==> src/rtl/ram_master_if.sv <==
// Core/RAM bundle for ram_master: request and response toward the pipeline,
// plus the word-wide RAM port. The master modport is the ram_master view.
interface ram_master_if;
    logic        req;
    logic        we;
    logic [2:0]  funct3;
    logic [31:0] addr;
    logic [31:0] wdata;
    logic        busy;
    logic        ack;
    logic        err;
    logic [31:0] rdata;
    logic [31:0] ram_addr;
    logic [31:0] ram_wdata;
    logic        ram_rden;
    logic        ram_wren;
    logic [31:0] ram_rdata;

    modport master (
        input  req, we, funct3, addr, wdata, ram_rdata,
        output busy, ack, err, rdata, ram_addr, ram_wdata, ram_rden, ram_wren
    );

    modport slave (
        output req, we, funct3, addr, wdata, ram_rdata,
        input  busy, ack, err, rdata, ram_addr, ram_wdata, ram_rden, ram_wren
    );
endinterface

==> src/rtl/ram_master.sv <==
// RV32I load/store initiator for a word-wide RAM without byte enables:
// lane extraction and extension on loads, read-modify-write on sub-word stores.
module ram_master (
    input  logic         m_clock,
    input  logic         p_reset,
    ram_master_if.master bus
);
    localparam int unsigned XLEN = 32;
    localparam int unsigned HALF = 16;
    localparam int unsigned BYTE = 8;

    localparam logic [2:0] F3_B  = 3'b000;
    localparam logic [2:0] F3_H  = 3'b001;
    localparam logic [2:0] F3_W  = 3'b010;
    localparam logic [2:0] F3_BU = 3'b100;
    localparam logic [2:0] F3_HU = 3'b101;

    typedef enum logic [2:0] {
        IDLE       = 3'd0,
        RD_ISSUE   = 3'd1,
        RD_CAPTURE = 3'd2,
        WR_ISSUE   = 3'd3,
        ACK        = 3'd4
    } state_t;

    // Request fields kept for the life of one access; only the low half of
    // wdata matters for read-modify-write.
    typedef struct packed {
        logic            we;
        logic [2:0]      funct3;
        logic [1:0]      lane;
        logic [HALF-1:0] wdata;
    } req_t;

    state_t state_q, state_d;
    req_t   req_q;

    logic            busy_q, ack_q, err_q, rden_q, wren_q;
    logic [XLEN-1:0] rdata_q, ram_addr_q, ram_wdata_q;

    logic            accept_c, bad_c, bad_f3_c, misalign_c;
    logic [BYTE-1:0] byte_c;
    logic [HALF-1:0] half_c;
    logic [XLEN-1:0] load_c, merge_c;

    // Legality of the incoming request
    always_comb begin
        bad_f3_c   = (bus.funct3 == 3'b011) || (bus.funct3[2] && (bus.funct3[1] || bus.we));
        misalign_c = ((bus.funct3[1:0] == 2'b01) && bus.addr[0])
                  || ((bus.funct3[1:0] == 2'b10) && (bus.addr[1:0] != 2'b00));
        bad_c      = bad_f3_c || misalign_c;
    end

    // Lane extraction, extension and merge against the captured RAM word
    always_comb begin
        byte_c  = bus.ram_rdata[{req_q.lane, 3'b000} +: BYTE];
        half_c  = bus.ram_rdata[{req_q.lane[1], 4'b0000} +: HALF];
        load_c  = bus.ram_rdata;
        merge_c = bus.ram_rdata;
        case (req_q.funct3)
            F3_B:    load_c = {{(XLEN-BYTE){byte_c[BYTE-1]}}, byte_c};
            F3_BU:   load_c = {{(XLEN-BYTE){1'b0}}, byte_c};
            F3_H:    load_c = {{(XLEN-HALF){half_c[HALF-1]}}, half_c};
            F3_HU:   load_c = {{(XLEN-HALF){1'b0}}, half_c};
            default: load_c = bus.ram_rdata;
        endcase
        if (req_q.funct3[1:0] == 2'b00) begin
            merge_c[{req_q.lane, 3'b000} +: BYTE] = req_q.wdata[BYTE-1:0];
        end else if (req_q.funct3[1:0] == 2'b01) begin
            merge_c[{req_q.lane[1], 4'b0000} +: HALF] = req_q.wdata;
        end
    end

    // Next-state logic
    always_comb begin
        state_d  = state_q;
        accept_c = 1'b0;
        case (state_q)
            IDLE: begin
                if (bus.req) begin
                    accept_c = 1'b1;
                    if (bad_c) begin
                        state_d = ACK;
                    end else if (bus.we && (bus.funct3 == F3_W)) begin
                        state_d = WR_ISSUE;
                    end else begin
                        state_d = RD_ISSUE;
                    end
                end
            end
            RD_ISSUE:   state_d = RD_CAPTURE;
            RD_CAPTURE: state_d = req_q.we ? WR_ISSUE : ACK;
            WR_ISSUE:   state_d = ACK;
            ACK:        state_d = IDLE;
            default:    state_d = IDLE;
        endcase
    end

    // State plus outputs registered from the next state, so strobes line up with it
    always_ff @(posedge m_clock) begin
        if (!p_reset) begin
            state_q     <= IDLE;
            req_q       <= '0;
            busy_q      <= 1'b0;
            ack_q       <= 1'b0;
            err_q       <= 1'b0;
            rden_q      <= 1'b0;
            wren_q      <= 1'b0;
            rdata_q     <= '0;
            ram_addr_q  <= '0;
            ram_wdata_q <= '0;
        end else begin
            state_q <= state_d;
            busy_q  <= (state_d != IDLE);
            ack_q   <= (state_d == ACK);
            // ACK is entered straight from IDLE only for a rejected request
            err_q   <= (state_d == ACK) && accept_c && bad_c;
            rden_q  <= (state_d == RD_ISSUE);
            wren_q  <= (state_d == WR_ISSUE);
            if (accept_c) begin
                req_q <= '{we: bus.we, funct3: bus.funct3, lane: bus.addr[1:0],
                           wdata: bus.wdata[HALF-1:0]};
                if (!bad_c) begin
                    ram_addr_q <= {2'b00, bus.addr[XLEN-1:2]};
                    if (bus.we && (bus.funct3 == F3_W)) begin
                        ram_wdata_q <= bus.wdata;
                    end
                end
            end
            if (state_q == RD_CAPTURE) begin
                if (req_q.we) begin
                    ram_wdata_q <= merge_c;
                end else begin
                    rdata_q <= load_c;
                end
            end
        end
    end

    assign bus.busy      = busy_q;
    assign bus.ack       = ack_q;
    assign bus.err       = err_q;
    assign bus.rdata     = rdata_q;
    assign bus.ram_addr  = ram_addr_q;
    assign bus.ram_wdata = ram_wdata_q;
    assign bus.ram_rden  = rden_q;
    assign bus.ram_wren  = wren_q;
endmodule

==> src/flat_wrapper.sv <==
// flat-port wrapper written by rule: the top's interface ports become plain ports
module ram_master_flat 
  (m_clock, p_reset, bus_req, bus_we, bus_funct3, bus_addr, bus_wdata, bus_ram_rdata, bus_busy, bus_ack, bus_err, bus_rdata, bus_ram_addr, bus_ram_wdata, bus_ram_rden, bus_ram_wren);
  ram_master_if bus_i ();
  input  logic m_clock;
  input  logic p_reset;
  input wire logic [$bits(bus_i.req)-1:0] bus_req;
  input wire logic [$bits(bus_i.we)-1:0] bus_we;
  input wire logic [$bits(bus_i.funct3)-1:0] bus_funct3;
  input wire logic [$bits(bus_i.addr)-1:0] bus_addr;
  input wire logic [$bits(bus_i.wdata)-1:0] bus_wdata;
  input wire logic [$bits(bus_i.ram_rdata)-1:0] bus_ram_rdata;
  output wire logic [$bits(bus_i.busy)-1:0] bus_busy;
  output wire logic [$bits(bus_i.ack)-1:0] bus_ack;
  output wire logic [$bits(bus_i.err)-1:0] bus_err;
  output wire logic [$bits(bus_i.rdata)-1:0] bus_rdata;
  output wire logic [$bits(bus_i.ram_addr)-1:0] bus_ram_addr;
  output wire logic [$bits(bus_i.ram_wdata)-1:0] bus_ram_wdata;
  output wire logic [$bits(bus_i.ram_rden)-1:0] bus_ram_rden;
  output wire logic [$bits(bus_i.ram_wren)-1:0] bus_ram_wren;
  assign bus_i.req = bus_req;
  assign bus_i.we = bus_we;
  assign bus_i.funct3 = bus_funct3;
  assign bus_i.addr = bus_addr;
  assign bus_i.wdata = bus_wdata;
  assign bus_i.ram_rdata = bus_ram_rdata;
  assign bus_busy = bus_i.busy;
  assign bus_ack = bus_i.ack;
  assign bus_err = bus_i.err;
  assign bus_rdata = bus_i.rdata;
  assign bus_ram_addr = bus_i.ram_addr;
  assign bus_ram_wdata = bus_i.ram_wdata;
  assign bus_ram_rden = bus_i.ram_rden;
  assign bus_ram_wren = bus_i.ram_wren;
  ram_master u_core (.m_clock(m_clock), .p_reset(p_reset), .bus(bus_i));
endmodule
==> config.mk <==
export PLATFORM = sky130hd
export DESIGN_NAME = ram_master_flat
export DESIGN_NICKNAME = d
export VERILOG_FILES = /design/src/rtl/ram_master_if.sv /design/src/rtl/ram_master.sv /design/src/flat_wrapper.sv
export SDC_FILE = /design/constraint.sdc
export NUM_CORES = 1
export LEC_CHECK = 0
export BUFFER_PORTS_ARGS = -buffer_cell sky130_fd_sc_hd__buf_2
export CAP_MARGIN = 10
export CORE_ASPECT_RATIO = 2
export CORE_MARGIN = 8
export CORE_UTILIZATION = 40
export DETAILED_ROUTE_END_ITERATION = 8
export GPL_TIMING_DRIVEN = 0
export PLACE_DENSITY = 0.65
export SYNTH_ARGS = -nofsm -noshare
export SYNTH_HDL_FRONTEND = slang
export SYNTH_SLANG_ARGS = --single-unit
export TNS_END_PERCENT = 50
==> constraint.sdc <==
create_clock -name m_clock -period 5.5 [get_ports m_clock]
set_input_delay 1.1 -clock m_clock [delete_from_list [all_inputs] [get_ports m_clock]]
set_output_delay 1.1 -clock m_clock [all_outputs]
set_load 0.005 [all_outputs]
==> impl_results.md, run 1 <==
- Status: complete, no violations
- Slew headroom: a little under half
- Top cell type's share of synthesized area: between 30% and 40%
- Post-CTS setup buffers: 0
- Synth Area in Simple Gates: approximately a fifth
- Area delta synth->final: 29.2%
- Most frequent cells in the layout: buf_2, nand2_1, dfxtp_1
- RSZ-0062 raised after global routing: false
- CTS tree: yes
- Crit share post-route: 61.6%
- DRC: 0
- TritonRoute pass-1 iters: 5
- Sinks on Clock Net: between 100 and 150
- Share of cells above drive strength 1: ~27%
- Compound-Gate Fraction of Synth Area: between 20% and 30%
- Wirelength, routed: around 27000 µm
- I/O pin count: a little over 200
- Final GP Congestion: around 1.0
- Vias per cell: 5.70
- WL per Instance: 21.4 µm
- Vias: between 7000 and 8000
- Yosys cell types: 53
- CP required: a little under 6 ns
- Arrival @ worst endpoint: ~3.7 ns
- Largest net degree at the start of global routing: 17
- Final min period: about 3.4 ns
- Vias in the first global route: slightly above 7000
- Clock transition at path regs: about 0.060 ns
- Nets: between 1000 and 1500
- Setup WS pre-CTS: 2.32 ns
- Peak VDD IR: between 0.0002 and 0.00025 V
- Most area-consuming cells after synthesis: dfxtp_1, nand2_1, nor3_1
- Fin. Hold Viols: 0
- Synth Area in Adders: less than 1%
- Hold_buf cts: 0
- Final Max Tran Viols: 0
- Crit start category: flop
- DR iter-0 viols: approximately 410
- P per Cell Area: 303 nW/µm²
- First-pass GRT wire length: 40200 µm
- Hold WC Path Type: flop to flop
- Port-buffer cells: 201
- Longest Clk Path Bufs: 2
- Ys Warns: 0
- Commonest non-fill, non-tap cell in the layout: buf_2
- Cts bufs inserted: 17
- Worst Clk Skew: 0.00821 ns
- Seq cells post-synth: around 120
- Crit-path max FO: 12
- Setup violations, final: 0
- Starting density of the core: approximately 40%
- Post-route ant nets: 0
- Max Freq: 295 MHz
- Mapped Cells: ~800
- Post-route setup TNS: 0 ns
- Syn Area/Cell: a little under 8 µm²
- Max Cap Violations: 0
- Worst slew pin tran: a little under 0.8 ns
- Die width: about 110 µm
- Logic pwr share: between 10% and 20%
- CORE AREA: 15700 µm²
- Row count: between 60 and 70
- Global Route Usage Sum: between 20% and 30%
- EDFF count, synth: 0
- Crit path setup slack, layout: approximately 2.1 ns
- Synth area leader: dfxtp_1
- Post-CTS Resized: 0
- FFs w/ async S/R, synth: 0%
- Die area: 20400 µm²
- Seq/Total Area, Yosys: between 30% and 40%
- Largest family of logic cells by synthesized area: compound AO/OA/AOI/OAI gates
- Detailed placement HPWL: approximately 21000 µm
- GRT overflow: 0
- Initial antenna violation count: 2
- Clk root buf: clkbuf_16
- XOR/XNOR Fraction of Synth Area: 0%
- Mapped Area: approximately 6400 µm²
- Mux cell area share after synthesis: 2.50%
- Static leakage: roughly 3.6 nW
- Commonest register cell after synthesis: dfxtp_1
- Clk pwr share: about 45%
- Type of element capturing the critical path: flop
- Internal Power: 1.76 mW
- Switching share of total power: between 20% and 30%
- Switch Pwr: ~730 µW
- Latest clock arrival within the worst-skew pair: around 0.43 ns
- Flop pwr share: between 30% and 40%
- Critical path class: flop to flop
- CTS H-Tree Depth: 4
- Total Power: 2.49 mW
- Die height: between 150 and 200 µm
- Finished Core Util: 52.3%
final cells by class:
cell class | count | area, µm²
fillers | 1623 | 7490
multi-input cells | 576 | 3430
flip-flops and latches | 124 | 2480
repair buffers | 201 | 1010
inverters | 29 | 109
clock inverters | 15 | 161
clock buffers | 17 | 425
plain buffers | 73 | 338
diodes | 2 | 5.00
well taps | 201 | 251
state kept, by name (all words and copies together) (netlist names):
name                  cells
u_core.bus.ram_wdata     32
u_core.bus.rdata         32
u_core.bus.ram_addr      30
u_core.req_q             22
u_core.state_q            3
u_core.bus.ack            1
u_core.bus.busy           1
u_core.bus.err            1
u_core.bus.ram_rden       1
u_core.bus.ram_wren       1
layer usage:
metal	up-vias	share of wire, %	track usage, %
li1	3333	-	-
met1	3301	34	23.4
met2	329	53	46.4
met3	96	7.2	7.49
met4	2	6.5	18.3
met5	-	0.038	0
cells by family (layout without fill, tap and decap cells):
family,count (synthesis),after routing
simple gates,281,281
compound gates,273,273
flops,124,124
buf+inv,102,335
mux,15,15
fa+ha+maj,5,5
other cells,1,4
Yosys cell counts, types with 7 or more instances:
master and instances:
dfxtp_1 124, nand2_1 145, inv_1 29, a21oi_1 40, nand2b_1 7, a21boi_1 30
o21ai_1 7, o22ai_1 19, mux2_2 7, o32ai_1 9, o221a_2 7, nor2_1 41
nor3_1 62, o21ai_0 59, a221oi_1 35, buf_2 15, clkbuf_1 47, mux2i_1 8
a21boi_0 22
critical path, cell delays in order (launching register included):
cell and delay [ns]:
dfxtp_1 0.52, buf_2 0.26, inv_1 0.16, buf_2 0.24, ha_1 0.35, nor4bb_1 0.27
clkbuf_1 0.37, a221oi_1 0.14, a221oi_1 0.56, o21ai_0 0.26, nor3_1 0.16
metrics by stage:
step,hold slack [ns],instance area [µm²],cells
6_report,0.449,8210,1238
5_1_grt,0.469,8200,1237
4_1_cts,0.451,8200,1236
3_5_place_dp,0.442,7610,1204
3_3_place_gp,0.437,7610,1204
2_1_floorplan,0.451,6360,802
power groups by stage:
stage	registers, mW	logic, mW	clock network [mW]
2_1_floorplan	0.976	0.231	0
4_1_cts	0.966	0.397	1.14
6_report	0.967	0.404	1.12
3_5_place_dp	0.985	0.395	0
3_3_place_gp	0.985	0.395	0
5_1_grt	0.971	0.439	1.17
path summary, 6_finish.rpt:
| kind | slack [ns] | end | start | cells after the start |
|---|---|---|---|---|
| max | 2.11 | u_core.bus.ram_wdata[27]$_SDFF_PN0_ | u_core.req_q[17]$_SDFFE_PN0P_ | 10 |
| min | 0.45 | u_core.bus.ram_addr[1]$_SDFFE_PN0P_ | u_core.bus.ram_addr[1]$_SDFFE_PN0P_ | 2 |
| max reg2reg | 2.11 | u_core.bus.ram_wdata[27]$_SDFF_PN0_ | u_core.req_q[17]$_SDFFE_PN0P_ | 10 |
| min reg2reg | 0.45 | u_core.bus.ram_addr[1]$_SDFFE_PN0P_ | u_core.bus.ram_addr[1]$_SDFFE_PN0P_ | 2 |
Note: power is estimated with default switching activity, not from simulation.
==> run 2, diff against run 1 <==
PLACE_DENSITY = 0.68   (was 0.65)
clock period = 2.8 ns   (was 5.5 ns; I/O delays follow)
==> run 2 against run 1 <==
Combinational power rose by 100%; utilization rose by 0.64 points; clock skew rose by 0.0028 ns; cell area rose by 1.2%; wire length rose by 3.3%; sequential share of layout area fell by 0.35 points; fmax rose by 27%; via count barely moved; sequential power rose by 96%; highest routed layer unchanged; register-to-register slack got worse by 2.0 ns; critical endpoint unchanged; critical path depth did not move; largest power group unchanged; power rose by 110%.
==> impl_results.md, run 2 (same netlist as run 1, synthesis figures left out) <==
- Detailed placement HPWL: roughly 22000 µm
- Hold_buf cts: 0
- Arrival @ worst endpoint: 3.03 ns
- DRC: 0
- Status: complete, no violations
- Initial antenna violation count: 3
- Vias per cell: between 5 and 6
- Starting density of the core: roughly 40%
- Global Route Usage Sum: 26.4%
- Peak VDD IR: roughly 0.00044 V
- Type of element capturing the critical path: flop
- Die area: 20400 µm²
- Setup violations, final: 0
- Hold WC Path Type: primary input to flop
- WL per Instance: roughly 22 µm
- P per Cell Area: 616 nW/µm²
- CTS H-Tree Depth: 4
- Min-Delay Path Depth: 3
- Static leakage: about 3.7 nW
- Clk root buf: clkbuf_16
- Max Freq: between 300 and 400 MHz
- CP required: about 3.2 ns
- Worst r2r dst: u_core.bus.ram_wdata[27]$_SDFF_PN0_
- Critical path class: flop to flop
- Final instance area: just over 8000 µm²
- Row count: 65
- Nets: about 1100
- Post-route setup TNS: 0 ns
- GRT overflow: 0
- Fillers: 1624
- DR iter-0 viols: 400
- Clock transition at path regs: ~0.070 ns
- R2r setup slk: about 0.13 ns
- Max Cap Violations: 0
- Fin. Hold Viols: 0
- Reg2reg path depth: 10
- Crit-path max FO: 12
- Most frequent cells in the layout: buf_2, nand2_1, dfxtp_1
- Share of cells above drive strength 1: ~28%
- Port-buffer cells: ~200
- Die width: 105 µm
- Area post-placement: between 7000 and 8000 µm²
- Post-route ant nets: 0
- Die height: between 150 and 200 µm
- Hold_ws: roughly 0.36 ns
- CORE AREA: around 16000 µm²
- Latest clock arrival within the worst-skew pair: 0.43 ns
- Total Power: about 5.1 mW
- Worst slew pin tran: 0.703 ns
- Final GP Congestion: 1.02
- Worst Clk Skew: between 0.01 and 0.015 ns
- Longest Clk Path Bufs: 2
- CTS tree: yes
- CP Launch Point: u_core.req_q[17]$_SDFFE_PN0P_
- Hold path start: bus_addr[16]
- Crit start category: flop
- I/O pin count: roughly 200
- Largest net degree at the start of global routing: 17
- Area delta synth->final: 30.7%
- Wirelength, routed: around 27000 µm
- Vias: just over 7000
- Sinks on Clock Net: 124
- RSZ-0062 raised after global routing: false
- Worst R2R Start: u_core.req_q[17]$_SDFFE_PN0P_
- Slew headroom: between 50% and 60%
- Hold EP: u_core.bus.ram_addr[14]$_SDFFE_PN0P_
- Final min period: approximately 2.7 ns
- Commonest non-fill, non-tap cell in the layout: buf_2
- First-pass GRT wire length: ~40000 µm
- Vias in the first global route: approximately 7300
- Final Max Tran Viols: 0
- Cts bufs inserted: 17
- Crit share post-route: 95.5%
- TritonRoute pass-1 iters: 5
-- run 2: cell type report --
cell class / instances / area, µm² / share of cell area, %
plain buffers: 72 / 347 / 4.17
diodes: 2 / 5.00 / 0.0603
multi-input cells: 576 / 3450 / 41.5
repair buffers: 203 / 1020 / 12.3
well taps: 201 / 251 / 3.03
inverters: 29 / 113 / 1.36
clock inverters: 14 / 205 / 2.47
clock buffers: 18 / 429 / 5.17
flip-flops and latches: 124 / 2480 / 29.9
-- run 2: how the worst max path moves through the flow --
stage | endpoint | slack [ns]
floorplan | u_core.bus.ram_wdata[29]$_SDFF_PN0_ | 0.56
global placement | u_core.bus.ram_wdata[27]$_SDFF_PN0_ | -0.54
detailed placement | u_core.bus.ram_wdata[27]$_SDFF_PN0_ | -0.47
CTS | u_core.bus.ram_wdata[26]$_SDFF_PN0_ | 0.05
global route | u_core.bus.ram_wdata[27]$_SDFF_PN0_ | 0.007
finish | u_core.bus.ram_wdata[27]$_SDFF_PN0_ | 0.13
-- run 2: critical path, stage by stage, from the launching register on --
cell        delay (ns)
dfxtp_2           0.43
buf_6             0.19
clkinvlp_4        0.17
buf_4             0.22
ha_1              0.33
nor4bb_1          0.27
buf_4             0.21
a221oi_1          0.10
a221oi_2          0.35
o21ai_0           0.15
nor3_1            0.16
-- run 2: through the flow --
step           instances  setup WS, ns  utilization [%]
6_report            1239         0.125             52.9
2_1_floorplan        802         0.565                -
4_1_cts             1235        0.0516             52.7
3_5_place_dp        1204        -0.473             48.5
3_3_place_gp        1204        -0.541             48.5
5_1_grt             1239       0.00653             52.9
-- run 2: report_power, final --
| part | leakage, nW | total, mW | switching [mW] | internal (mW) |
|---|---|---|---|---|
| Sequential | 1.01 | 1.90 | 0.0677 | 1.83 |
| Clock | 0.303 | 2.40 | 0.893 | 1.51 |
| Combinational | 2.35 | 0.816 | 0.500 | 0.315 |
-- run 2: what timing repair did --
| item | in CTS | in global routing |
|---|---|---|
| resized for setup | 8 | 6 |
| setup endpoints to repair | 17 | 10 |
| buffers inserted | 0 | 2 |
-- run 2: layer usage --
metal  track usage, %  part of all wire (%)  up-vias
met1             23.2                    33     3285
met3             7.86                   7.0      110
met4             21.4                   7.4        2
li1                 -                     -     3338
met5                0                 0.044        -
met2             47.8                    52      324
==> run 3, diff against run 2 <==
ABC_AREA = 1   (was not set)
PLACE_DENSITY = 0.67   (was 0.68)
==> run 3 against run 2 <==
Setup slack better by 0.19 ns; first-iteration DRC count is 28% higher; largest cell class unchanged; via count is 8.1% higher; sequential power hardly changed; global-route usage is 2.0 points lower; die area is 4.6% higher; wire length is 4.5% lower; sequential share of layout area is 0.85 points lower; critical endpoint is now u_core.bus.ram_wdata[22]$_SDFF_PN0_; clock power is 7% lower; sequential cell count stayed put; critical path depth stayed put; hold slack better by 0.030 ns; highest routed layer is now met4.
==> impl_results.md, run 3 <==
- Status: complete, no violations
- Setup violations, final: 0
- Share of cells above drive strength 1: approximately 22%
- Crit start category: flop
- TritonRoute pass-1 iters: 5
- Detailed placement HPWL: a little over 20000 µm
- Max Used Layer: met4
- Post-CTS setup buffers: 0
- Synth area leader: dfxtp_1
- Final GP Congestion: 0.959
- Ys Warns: 0
- Seq cells post-synth: between 100 and 150
- Crit-path max FO: 9
- Top cell type's share of synthesized area: a little under two fifths
- Routed length on met1: around 10000 µm
- Sinks on Clock Net: 124
- Mapped Cells: 1026
- Die height: ~200 µm
- Clk root buf: clkbuf_16
- Critical path class: flop to flop
- Vias in the first global route: 7454
- Latest clock arrival within the worst-skew pair: 0.43 ns
- RSZ-0062 raised after global routing: false
- Crit path setup slack, layout: approximately 0.32 ns
- Seq/Total Area, Yosys: 37.1%
- Port-buffer cells: 200
- CORE AREA: 16600 µm²
- Fillers: around 1800
- Wirelength, routed: around 26000 µm
- Vias per cell: approximately 5.2
- CP required: about 3.2 ns
- Type of element capturing the critical path: flop
- CP Launch Point: u_core.req_q[16]$_SDFFE_PN0P_
- GRT overflow: 0
- Slew headroom: between 40 and 50%
- Longest Clk Path Bufs: 2
- Max Cap Violations: 0
- Worst R2R Start: u_core.req_q[16]$_SDFFE_PN0P_
- Met2 wire length: about 13000 µm
- Die area: around 21000 µm²
- Commonest non-fill, non-tap cell in the layout: buf_2
- Largest net degree at the start of global routing: 17
- Vias: 7632
- Nets: approximately 1400
- Static leakage: between 4 and 5 nW
- DR iter-0 viols: approximately 510
- Final min period: 2.48 ns
- Sequential cell area: ~2500 µm²
- Most instantiated library cell after synthesis: nor2_1
- First-pass GRT wire length: just over 40000 µm
- Multi-input gate area: approximately 3300 µm²
- P per Cell Area: between 500 and 600 nW/µm²
- Clock transition at path regs: roughly 0.060 ns
- Max Freq: a little over 400 MHz
- Most area-consuming cells after synthesis: dfxtp_1, o21ai_0, nor2_1
- I/O pin count: 204
- Final Max Tran Viols: 0
- WL per Instance: approximately 18 µm
- Most frequent cells in the layout: buf_2, nor2_1, o21ai_0
- Global Route Usage Sum: roughly a quarter
- Fin. Hold Viols: 0
- Die width: about 110 µm
- CTS tree: yes
- CTS H-Tree Depth: 4
- Crit share post-route: about 90%
- Worst slew pin tran: about 0.76 ns
- Area delta synth->final: 27.8%
- Syn Area/Cell: approximately 6.5 µm²
- Post-CTS Resized: 0
- Arrival @ worst endpoint: between 2 and 3 ns
- Post-route ant nets: 0
- Hold_buf cts: 0
- Row count: 67
- EDFF count, synth: 0
- Setup WS pre-CTS: between 0.3 and 0.4 ns
- DRC: 0
- Mapped Area: between 6000 and 7000 µm²
- Met3 WL post-DR: 1660 µm
- Cts bufs inserted: 17
- Hold path start: bus_addr[5]
- Most instantiated cells after synthesis: nor2_1, o21ai_0, inv_1, nand2_1, dfxtp_1
- Yosys cell types: 32
- Post-route setup TNS: 0 ns
- Peak VDD IR: a little under 0.0005 V
- Hold WC Path Type: primary input to flop
- Initial antenna violation count: 1
- FFs w/ async S/R, synth: 0%
- Starting density of the core: 40.3%
- Worst Clk Skew: ~0.011 ns
- Commonest register cell after synthesis: dfxtp_1
==> run 3: metrics by stage <==
| stage | std cells | hold slack, ns | utilization [%] | total power [mW] | cell area, µm² |
|---|---|---|---|---|---|
| final | 1467 | 0.386 | 51.5 | 5.07 | 8540 |
| after global routing | 1467 | 0.399 | 51.5 | 5.29 | 8540 |
| after CTS | 1466 | 0.376 | 51.5 | 5.09 | 8540 |
| after detailed placement | 1434 | 0.470 | 47.9 | 2.86 | 7950 |
| after global placement | 1434 | 0.460 | 47.9 | 2.85 | 7950 |
| after floorplan | 1027 | 0.444 | - | 2.49 | 6690 |
==> run 3: where the power goes <==
group / switching (mW) / internal (mW) / total (mW) / leakage, nW
Sequential: 0.0716 / 1.86 / 1.93 / 1.01
Clock: 0.871 / 1.36 / 2.23 / 0.286
Combinational: 0.603 / 0.309 / 0.913 / 2.95
Total: 1.55 / 3.53 / 5.07 / 4.25
==> run 3: cell type report <==
cell class              count  share of cell area (%)
diodes                      1                  0.0293
plain buffers              66                    3.88
clock buffers              19                    5.30
clock inverters            13                    1.65
inverters                 142                    6.24
multi-input cells         695                    39.1
flip-flops and latches    124                    29.1
well taps                 207                    3.03
repair buffers            200                    11.7
==> run 3: routing by layer <==
metal	GRT usage, %	vias up
li1	-	3773
met1	27.4	3500
met2	42.3	299
met3	4.38	60
met4	12.8	0
met5	0	-
==> run 3: path summary, 6_finish.rpt <==
check / endpoint / slack [ns] / cells past startpoint
worst min-delay path: u_core.bus.ram_addr[3]$_SDFFE_PN0P_ / 0.39 / 3
worst max-delay path: u_core.bus.ram_wdata[22]$_SDFF_PN0_ / 0.32 / 10
worst max register to register: u_core.bus.ram_wdata[22]$_SDFF_PN0_ / 0.32 / 10
worst min register to register: u_core.bus.ram_addr[14]$_SDFFE_PN0P_ / 0.48 / 2
==> run 3: cells by family (layout without fill, tap and decap cells) <==
kind of cell	count (synthesis)	in the layout	synth area share, %
other	1	3	0.0561
buffers and inverters	208	440	12.9
AO/OA/AOI/OAI	304	304	24.6
AND/OR/NAND/NOR	384	384	24.3
flip-flops	124	124	37.1
adder cells (fa/ha/maj)	5	5	0.936
==> run 3: critical path, cell delays in order (launching register included) <==
cell     delay (ns)
dfxtp_1        0.57
inv_1          0.24
ha_1           0.40
inv_1          0.09
nor2_1         0.47
nand3_1        0.12
o21ai_0        0.10
nand2_1        0.07
nand3_1        0.14
nand2_1        0.07
a21oi_1        0.13
